$ cat src/rtl/fifo_wptr_full.sv
// ---------------------------------------------------------------------------
// fifo_wptr_full
// Write-domain control stage of the asynchronous circular FIFO. It sits
// directly upstream of fifo_memory. It owns the binary write pointer and
// brings the read domain's Gray pointer into w_clk through a synchroniser.
// From those it derives full, a fill-level estimate and a sticky overflow
// flag. The registered Gray write pointer is exported to the read domain.
//
// Optional feature macro: FIFO_ALMOST_FULL_EN
//   When defined, adds almost_full_out and the AF_THRESHOLD comparison.
//   When undefined, that port and its logic are absent.
//
// Parameters
//   DEPTH        FIFO entries, equal to 2**(PTR_WIDTH-1)
//   PTR_WIDTH    address bits plus one wrap bit
//   SYNC_STAGES  flops in the read-pointer synchroniser (at least 2)
//   AF_THRESHOLD almost-full level, 1..DEPTH-1
//
// Ports
//   w_clk              write-domain clock
//   w_rst_n            asynchronous active-low reset
//   write_in           write request (also drives fifo_memory write_in)
//   read_ptr_gray_in   Gray read pointer from the read domain (asynchronous)
//   write_ptr_out      binary write pointer to fifo_memory
//   write_ptr_gray_out registered Gray write pointer to the read domain
//   full_out           FIFO full, registered
//   level_out          write-side fill estimate, 0..DEPTH
//   overflow_out       sticky flag: a write was attempted while full
//   almost_full_out    level >= AF_THRESHOLD (FIFO_ALMOST_FULL_EN only)
// ---------------------------------------------------------------------------
module fifo_wptr_full #(
   parameter int DEPTH        = 16,
   parameter int PTR_WIDTH    = 5,
   parameter int SYNC_STAGES  = 2,
   parameter int AF_THRESHOLD = 12
) (
   input  logic                 w_clk,
   input  logic                 w_rst_n,
   input  logic                 write_in,
   input  logic [PTR_WIDTH-1:0] read_ptr_gray_in,
   output logic [PTR_WIDTH-1:0] write_ptr_out,
   output logic [PTR_WIDTH-1:0] write_ptr_gray_out,
   output logic                 full_out,
   output logic [PTR_WIDTH-1:0] level_out,
   output logic                 overflow_out
`ifdef FIFO_ALMOST_FULL_EN
   ,
   output logic                 almost_full_out
`endif
);

   // Address width derived from DEPTH; it must match PTR_WIDTH-1.
   localparam int ADDR_W = $clog2(DEPTH);

   // Reject inconsistent configurations at elaboration time.
   if (DEPTH != (1 << (PTR_WIDTH - 1)) || ADDR_W != PTR_WIDTH - 1) begin : g_bad_depth
      $fatal(1, "fifo_wptr_full: DEPTH must equal 2**(PTR_WIDTH-1)");
   end
   if (SYNC_STAGES < 2) begin : g_bad_sync
      $fatal(1, "fifo_wptr_full: SYNC_STAGES must be at least 2");
   end
   if (AF_THRESHOLD < 1 || AF_THRESHOLD >= DEPTH) begin : g_bad_af
      $fatal(1, "fifo_wptr_full: AF_THRESHOLD must be in 1..DEPTH-1");
   end

   logic [PTR_WIDTH-1:0] wbin;
   logic [PTR_WIDTH-1:0] wgray;
   logic [PTR_WIDTH-1:0] wbin_next;
   logic [PTR_WIDTH-1:0] wgray_next;
   logic [PTR_WIDTH-1:0] sync_q [SYNC_STAGES];
   logic [PTR_WIDTH-1:0] rq;
   logic [PTR_WIDTH-1:0] rbin_s;
   logic [PTR_WIDTH-1:0] full_match;
   logic [PTR_WIDTH-1:0] level_next;
   logic                 accept;
   logic                 full_next;

   // Gray to binary: each binary bit is the XOR of all Gray bits at or above it.
   function automatic logic [PTR_WIDTH-1:0] gray2bin(input logic [PTR_WIDTH-1:0] g);
      logic [PTR_WIDTH-1:0] b;
      b[PTR_WIDTH-1] = g[PTR_WIDTH-1];
      for (int i = PTR_WIDTH - 2; i >= 0; i--) begin
         b[i] = b[i+1] ^ g[i];
      end
      return b;
   endfunction

   // Next pointer values. A write is accepted only when the registered full
   // flag is low, so a refused write leaves both pointers unchanged. The binary
   // pointer wraps naturally at 2**PTR_WIDTH.
   always_comb begin
      accept     = write_in & ~full_out;
      wbin_next  = wbin + {{(PTR_WIDTH-1){1'b0}}, accept};
      wgray_next = wbin_next ^ (wbin_next >> 1);
   end

   // Full and level are computed from the synchronised read pointer. In Gray
   // code, "full" means the two MSBs are inverted and the rest match. The
   // fill estimate is a modular binary difference; it may read high while the
   // synchroniser lags, which is the safe direction.
   always_comb begin
      rq         = sync_q[SYNC_STAGES-1];
      rbin_s     = gray2bin(rq);
      full_match = {~rq[PTR_WIDTH-1:PTR_WIDTH-2], rq[ADDR_W-2:0]};
      full_next  = (wgray_next == full_match);
      level_next = wbin_next - rbin_s;
   end

   // Read-pointer synchroniser. Only the Gray form crosses the clock domain,
   // so at most one bit changes per read-side update.
   always_ff @(posedge w_clk or negedge w_rst_n) begin
      if (!w_rst_n) begin
         for (int i = 0; i < SYNC_STAGES; i++) begin
            sync_q[i] <= '0;
         end
      end else begin
         sync_q[0] <= read_ptr_gray_in;
         for (int i = 1; i < SYNC_STAGES; i++) begin
            sync_q[i] <= sync_q[i-1];
         end
      end
   end

   // Pointer, flag and level registers. The write that fills the last entry
   // raises full on the same edge that advances the pointer, because full
   // is computed from next-state values. Overflow is sticky until reset.
   always_ff @(posedge w_clk or negedge w_rst_n) begin
      if (!w_rst_n) begin
         wbin         <= '0;
         wgray        <= '0;
         full_out     <= 1'b0;
         level_out    <= '0;
         overflow_out <= 1'b0;
      end else begin
         wbin      <= wbin_next;
         wgray     <= wgray_next;
         full_out  <= full_next;
         level_out <= level_next;
         if (write_in && full_out) begin
            overflow_out <= 1'b1;
         end
      end
   end

`ifdef FIFO_ALMOST_FULL_EN
   localparam logic [PTR_WIDTH-1:0] AF_LEVEL = PTR_WIDTH'(AF_THRESHOLD);

   // Almost-full uses the same difference as level_out, so the two move together.
   always_ff @(posedge w_clk or negedge w_rst_n) begin
      if (!w_rst_n) begin
         almost_full_out <= 1'b0;
      end else begin
         almost_full_out <= (level_next >= AF_LEVEL);
      end
   end
`endif

   assign write_ptr_out      = wbin;
   assign write_ptr_gray_out = wgray;

endmodule

$ cat config.mk
export PLATFORM = sky130hd
export DESIGN_NAME = fifo_wptr_full
export DESIGN_NICKNAME = d
export VERILOG_FILES = /design/src/rtl/fifo_wptr_full.sv
export SDC_FILE = /design/constraint.sdc
export NUM_CORES = 1
export LEC_CHECK = 0
export BUFFER_PORTS_ARGS = -buffer_cell sky130_fd_sc_hd__buf_4
export CELL_PAD_IN_SITES_DETAIL_PLACEMENT = 2
export CELL_PAD_IN_SITES_GLOBAL_PLACEMENT = 2
export CORE_MARGIN = 1
export CORE_UTILIZATION = 38
export CTS_CLUSTER_SIZE = 30
export DETAILED_ROUTE_END_ITERATION = 8
export PLACE_DENSITY_LB_ADDON = 0.12
export SYNTH_ARGS = -nofsm -noshare
export SYNTH_HDL_FRONTEND = slang
export SYNTH_SLANG_ARGS = --single-unit
$ cat constraint.sdc
create_clock -name w_clk -period 4.1 [get_ports w_clk]
set_input_delay 0.41 -clock w_clk [delete_from_list [all_inputs] [get_ports w_clk]]
set_output_delay 0.41 -clock w_clk [all_outputs]
set_load 0.01 [all_outputs]
==> summary.md, run 1 <==
| Metric | Value |
|---|---|
| CTS clk-pin slew, worst paths | about 150 ps |
| Die Width | slightly below 60 um |
| Share of cells above drive strength 1 | 0.2991 |
| Final setup TNS | 0 ps |
| DRC viols | 0 |
| RSZ-0062 raised after global routing | false |
| Status | completed |
| Pre-antenna DRT Iters | 2 |
| R2R setup slack | 1410 ps |
| Final hold vios | 0 |
| Hold wc startpoint | read_ptr_gray_in[0] |
| Ranking of synthesized cells by area | dfrtp_1 (53%), xnor2_1 (7.2%), ha_1 (6.1%), xor2_1 (5.0%), xnor2_4 (2.3%) |
| Fmax | 0.3723 GHz |
| Post-route setup slack | 1414 ps |
| Placed Cells | 156 |
| Post-synthesis sequential area ratio | 0.5322 |
| GRT Total Usage | 0.1667 |
| Post_cts resized | 0 |
| Simple-gate share of the synthesized area | 0.03889 |
| Grt ovf | 0 |
| Worst Path Class, Setup | reg2reg |
| Postcts setup bufs | 0 |
| FFs w/ async S/R, synth | 1.000 |
| Antenna diodes | 0 |
| R2R cell count | 10 |
| Minimum clock period | roughly 2700 ps |
| Slowest CP cell | dfrtp_1 |
| Max Cap Viol | 0 |
| TritonCTS clock tree | built |
| Port Buffers | 24 |
| Tcrit/Tclk final | 0.6552 |
| Vias | 767 |
| XOR/XNOR share of the synthesized area | 0.1709 |
| Row cnt | 20 |
| Power, Total | 1.298 mW |
| Count leader, synth | dfrtp_1 |
| Max Slew Vio Count | 0 |
| CP endpoint kind | flip-flop |
| Worst hold endpoint | sync_q[5] |
| Worst-margin pin slew | 438.9 ps |
| DP HPWL | 1786 um |
| Clk_skew | 1.960 ps |
| Max_slew headroom | 0.7074 |
| Dpl ws | approximately 1500 ps |
| Leakage | 0.7136 nW |
| Area of the mapped netlist | 0.001222 mm^2 |
| Critical Path AT | 2940 ps |
| Worst Hold Class | in2reg |
| Max incr delay on CP | 430 ps |
| Yosys reg bits | 26 |
| Final-report setup violation count | 0 |
| Crit-path cells | xnor2_1 > xnor2_1 > xor2_1 > xnor2_1 > ha_1 > inv_1 > fa_1 > a21o_1 > a21oi_1 > xnor2_1 |
| Worst Path Buf+Inv | 1 |
| First-pass GRT wire length | about 4000 um |
| Yosys top cell area share | 0.5322 |
| CP Data Required Time | 4350 ps |
| Post-Syn Area per Cell | about 13 um^2 |
| Largest family of logic cells by synthesized area | XOR/XNOR gates |
| Non-filler instance count after layout | 161 |
| Worst-path fanout max | 3 |
| Core area | 0.003053 mm^2 |
| Startpoint Class | flip-flop |
| PwrDens | a little under 900 mW/mm^2 |
| I/O Pins | 25 |
| Maximum clock path buffer count | 2 |
| CP top delay family | XOR/XNOR gates |
| Routed len/inst | between 15 and 20 um |
| CTS Buf Count | 3 |
| Worst R2R Start | rq[4] |
| Die area | 0.003447 mm^2 |
| Post-synth cell types | 32 |
| Initial DRC count | 8 |
| Compound-Gate Fraction of Synth Area | 0.1105 |
| Cell mode on critical path | xnor2_1 |
| # fillers | 324 |
| Initial Util | 0.4004 |
| Area grow syn2layout | 21.19% |
| Largest net degree at the start of global routing | 27 |
| EDFF count, synth | 0 |
| Initial antenna violation count | 0 |
| Htree depth | 1 |
| # nets final | between 100 and 150 |
| Die Height | 58.72 um |
| Critical path launch point | rq[4] |
| Hold depth | 1 |
| Syn_nets | around 110 |
| Most used DFF post-synth | dfrtp_1 |
| CTS root buf | clkbuf_4 |
| DRT antenna net count | 0 |
| Worst skew pair latency | roughly 320 ps |
| WL final | around 2400 um |
| Post-synthesis mux area share | 0.01638 |
| Clk sink count | 26 |
| Peak VDD IR | a little under 0.4 mV |
| RR Endpoint | level_out[4] |
| Post-synth top cells | dfrtp_1 (26), xnor2_1 (10), inv_1 (7), xor2_1 (7), ha_1 (6) |
| Synth Area in Adders | 0.07779 |
| Routability Congestion | 0.7936 |
| Mapped Cells | just over 90 |
| Vias per std cell | between 4 and 5 |
| Vias in the first global route | 823 |
| Dominant cell type by area after synthesis | dfrtp_1 |
| Ys Warns | 0 |
[layer usage]
metal | share of wire | vias up | wire length (um) | track usage
met5 | 0 | - | 0 | 0
met4 | 0.013 | 0 | 31 | 0.07143
met3 | 0.038 | 2 | 93 | 0.04176
met2 | 0.52 | 19 | 1279 | 0.2874
met1 | 0.43 | 393 | 1042 | 0.1980
li1 | - | 353 | - | -
[where the power goes]
group / internal [mW] / switching [mW] / leakage (nW)
Sequential: 0.349 / 0.0768 / 0.305
Clock: 0.0989 / 0.0798 / 0.0279
Combinational: 0.353 / 0.341 / 0.380
Total: 0.801 / 0.498 / 0.714
[final cells by class]
type / instances / area [um^2] / area share
Inverter: 7 / 26.28 / 0.01774
Tap cell: 44 / 55.05 / 0.03716
Clock inverter: 1 / 30.03 / 0.02027
Sequential cell: 26 / 650.6 / 0.4392
Multi-Input combinational cell: 55 / 506.7 / 0.3421
Timing Repair Buffer: 25 / 190.2 / 0.1284
Clock buffer: 3 / 22.52 / 0.01520
[per-stage QoR]
| stage | hold WS, ps | instance area, um^2 | util |
|---|---|---|---|
| detailed placement | 338.6 | 1419 | 0.4648 |
| global placement | 331.8 | 1419 | 0.4648 |
| global route | 143.0 | 1481 | 0.4852 |
| finish | 179.5 | 1481 | 0.4852 |
| CTS | 167.0 | 1481 | 0.4852 |
| floorplan | 114.4 | 1222 | - |
[kinds of logic after synthesis]
family | after synthesis
buf+inv | 12
fa+ha+maj | 7
flops | 26
xor+xnor | 20
compound gates | 17
simple gates | 9
mux | 2
[worst max path at each step]
stage | endpoint | slack, ps | depth (start not counted)
after floorplan | level_out[4] | 1720 | 10
after global placement | level_out[4] | 1600 | 10
after detailed placement | level_out[4] | 1490 | 10
after CTS | level_out[4] | 1360 | 10
after global routing | level_out[4] | 1170 | 10
final | level_out[4] | 1410 | 10
[worst register-to-register path: cells and delay by family (launching register included)]
family	cells	cell delay (ps)
XOR/XNOR	5	1140
AO/OA/AOI/OAI	2	410
adder cells (fa/ha/maj)	2	560
flip-flops	1	430
buffers and inverters	1	60
[registers in the layout, indices dropped and copies added (netlist names)]
name / flops
rq: 5
sync_q: 5
write_ptr_out: 5
write_ptr_gray_out: 4
full_out: 1
level_out: 5
overflow_out: 1
[placed cells by master (no fill, tap or decap), types with 2 or more instances in the layout]
| cell type | n |
|---|---|
| mux2i_1 | 2 |
| nand2_1 | 2 |
| buf_4 | 24 |
| a21o_1 | 3 |
| nor2b_1 | 2 |
| ha_1 | 6 |
| xnor2_1 | 10 |
| dfrtp_1 | 26 |
| a21oi_1 | 3 |
| a211o_2 | 2 |
| inv_1 | 7 |
| clkbuf_4 | 3 |
| xor2_1 | 7 |
[timing repair]
action,CTS,global route
hold endpoints to repair,26,0
hold buffers,1,0
setup endpoints to repair,0,0
Power figures use the tool's default switching activity.
==> inputs of run 2 (changes only) <==
--- a/config.mk
+++ b/config.mk
@@ -9,7 +9,7 @@
 export CELL_PAD_IN_SITES_DETAIL_PLACEMENT = 2
 export CELL_PAD_IN_SITES_GLOBAL_PLACEMENT = 2
 export CORE_MARGIN = 1
-export CORE_UTILIZATION = 38
+export CORE_UTILIZATION = 35
 export CTS_CLUSTER_SIZE = 30
 export DETAILED_ROUTE_END_ITERATION = 8
 export PLACE_DENSITY_LB_ADDON = 0.12
==> constraint.sdc (replaced) <==
create_clock -name w_clk -period 2.7 [get_ports w_clk]
set_input_delay 0.27 -clock w_clk [delete_from_list [all_inputs] [get_ports w_clk]]
set_output_delay 0.27 -clock w_clk [all_outputs]
set_load 0.01 [all_outputs]
==> run 2 against run 1 <==
Effect of this change:
- hold slack lost 160 ps
- fmax grew 9.0%
- core utilization shrank 3.6 points
- final cell count grew 1.9%
- cell area grew 1.1%
- flip-flop and latch count is the same
- highest routed layer unchanged
==> summary.md, run 2 (synthesis gave the netlist of run 1 again) <==
| Metric | Value |
|---|---|
| Routed len/inst | 14.98 um |
| Leakage | 0.7241 nW |
| DP HPWL | roughly 1800 um |
| Clk sink count | 26 |
| Antenna diodes | 0 |
| Final setup TNS | 0 ps |
| Worst-margin pin slew | 432.1 ps |
| Core area | roughly 0.0033 mm^2 |
| CP Data Required Time | 2970 ps |
| Maximum clock path buffer count | 2 |
| Vias | 766 |
| TritonCTS clock tree | built |
| Vias per std cell | around 4.7 |
| Power, Total | about 1.9 mW |
| Worst-path fanout max | 4 |
| Area grow syn2layout | 22.52% |
| Worst hold endpoint | sync_q[9] |
| R2R setup slack | 240 ps |
| Fmax | 0.4057 GHz |
| Dpl ws | 94.85 ps |
| CTS clk-pin slew, worst paths | 150 ps |
| Most frequent cells in the layout | dfrtp_1 (26), buf_4 (25), xnor2_1 (8) |
| Critical path launch point | rq[3] |
| Area after DPL | 0.001421 mm^2 |
| Peak VDD IR | between 0.5 and 0.6 mV |
| Placed Cells | 158 |
| R2R cell count | 10 |
| Pre-antenna DRT Iters | 4 |
| Sequential share of power | 0.341 |
| Post-route setup slack | 235.2 ps |
| Startpoint Class | flip-flop |
| CP endpoint kind | flip-flop |
| Non-filler instance count after layout | 164 |
| DRT antenna net count | 0 |
| Status | completed |
| First-pass GRT wire length | 3774 um |
| Switch share | 0.3940 |
| Tcrit/Tclk final | 0.9129 |
| Worst skew pair latency | 340 ps |
| Internal Power | between 1 and 1.5 mW |
| Htree depth | 1 |
| Worst Hold Class | in2reg |
| Die Height | 61.10 um |
| Die Width | slightly above 60 um |
| Hold depth | 1 |
| Clk_skew | between 8 and 9 ps |
| Combinational share of power | 0.551 |
| Worst R2R Start | rq[3] |
| Commonest non-fill, non-tap cell in the layout | dfrtp_1 |
| Port Buffers | 24 |
| CTS root buf | clkbuf_4 |
| Routability Congestion | 0.6897 |
| Max incr delay on CP | 470 ps |
| Max_slew headroom | 0.7120 |
| PwrDens | 1271 mW/mm^2 |
| Switching power | 0.7500 mW |
| RR Endpoint | level_out[4] |
| Hold wc startpoint | read_ptr_gray_in[4] |
| Row cnt | 21 |
| Initial Util | 0.3663 |
| RSZ-0062 raised after global routing | false |
| Critical Path AT | 2740 ps |
| # fillers | 351 |
| Initial antenna violation count | 0 |
| Initial DRC count | 12 |
| Fin util | 0.4488 |
| Grt ovf | 0 |
| CTS Buf Count | 3 |
| I/O Pins | 25 |
| Largest net degree at the start of global routing | 27 |
| Max Slew Vio Count | 0 |
| Share of cells above drive strength 1 | 0.3305 |
| WL final | 2457 um |
| Slowest CP cell | dfrtp_1 |
| Vias in the first global route | 774 |
| DRC viols | 0 |
| Final-report setup violation count | 0 |
| Final hold vios | 0 |
| Max Cap Viol | 0 |
| Clk pwr share | 0.108 |
| Minimum clock period | 2465 ps |
| # nets final | 134 |
| Final instance area | between 0.001 and 0.0015 mm^2 |
| Fin Hold WS | 24.13 ps |
| Worst Path Class, Setup | reg2reg |
| Crit-path cells | xnor2_2 > xnor2_2 > xor2_2 > xnor2_1 > ha_1 > inv_1 > fa_1 > a21o_1 > a21oi_1 > xnor2_1 |
| GRT Total Usage | 0.1458 |
| Die area | 0.003733 mm^2 |
run 2: cell count changes in the layout (fill, tap and decap cells not counted):
| cell | previous run | this run |
|---|---|---|
| xnor2_1 | 10 | 8 |
| bufinv_16 | 1 | 0 |
| xnor2_2 | 1 | 3 |
| xor2_2 | 1 | 2 |
| buf_4 | 24 | 25 |
| clkbuf_8 | 0 | 1 |
| xor2_1 | 7 | 6 |
run 2: power by group through the flow:
stage	Sequential [mW]	Combinational, mW	Clock [mW]
3_3_place_gp	0.653	1.03	0
5_1_grt	0.667	1.17	0.222
4_1_cts	0.654	1.07	0.218
6_report	0.649	1.05	0.206
3_5_place_dp	0.660	1.06	0
2_1_floorplan	0.665	0.713	0
run 2: metal layers:
layer,share of wire,GRT usage,vias to the layer above
li1,-,-,354
met1,0.43,0.1851,386
met2,0.51,0.2376,21
met3,0.041,0.02521,5
met4,0.023,0.07792,0
met5,0,0,-
run 2: final cells by class:
cell class,instances,area (um^2),share of cell area
tap,46,57.56,0.03843
timing repair buffer,26,197.7,0.1320
clock buffer,4,36.28,0.02423
inverter,7,26.28,0.01754
sequential,26,650.6,0.4344
multi-input combinational,55,529.3,0.3534
run 2: worst max-delay path: cells and delay by family (launching register included):
family                     cells  cell delay [ps]
AOI/OAI and AO/OA              2              380
buffers and inverters          1               70
DFF                            1              470
xor gates and xnor gates       5              900
adders and majority gates      2              580
run 2: repair_timing:
| action | in CTS | in global routing |
|---|---|---|
| setup endpoints to repair | 1 | 1 |
| hold buffers | 1 | 0 |
| pin swaps | 0 | 1 |
| hold endpoints to repair | 26 | 0 |
| setup buffers | 0 | 1 |
| resized for setup | 1 | 2 |
run 2: worst max path at each step:
stage,end,slack (ps),cells past startpoint
2_1_floorplan,level_out[4],320,10
3_3_place_gp,level_out[4],220,10
3_5_place_dp,level_out[4],90,10
4_1_cts,level_out[4],60,10
5_1_grt,level_out[4],40,10
6_report,level_out[4],240,10
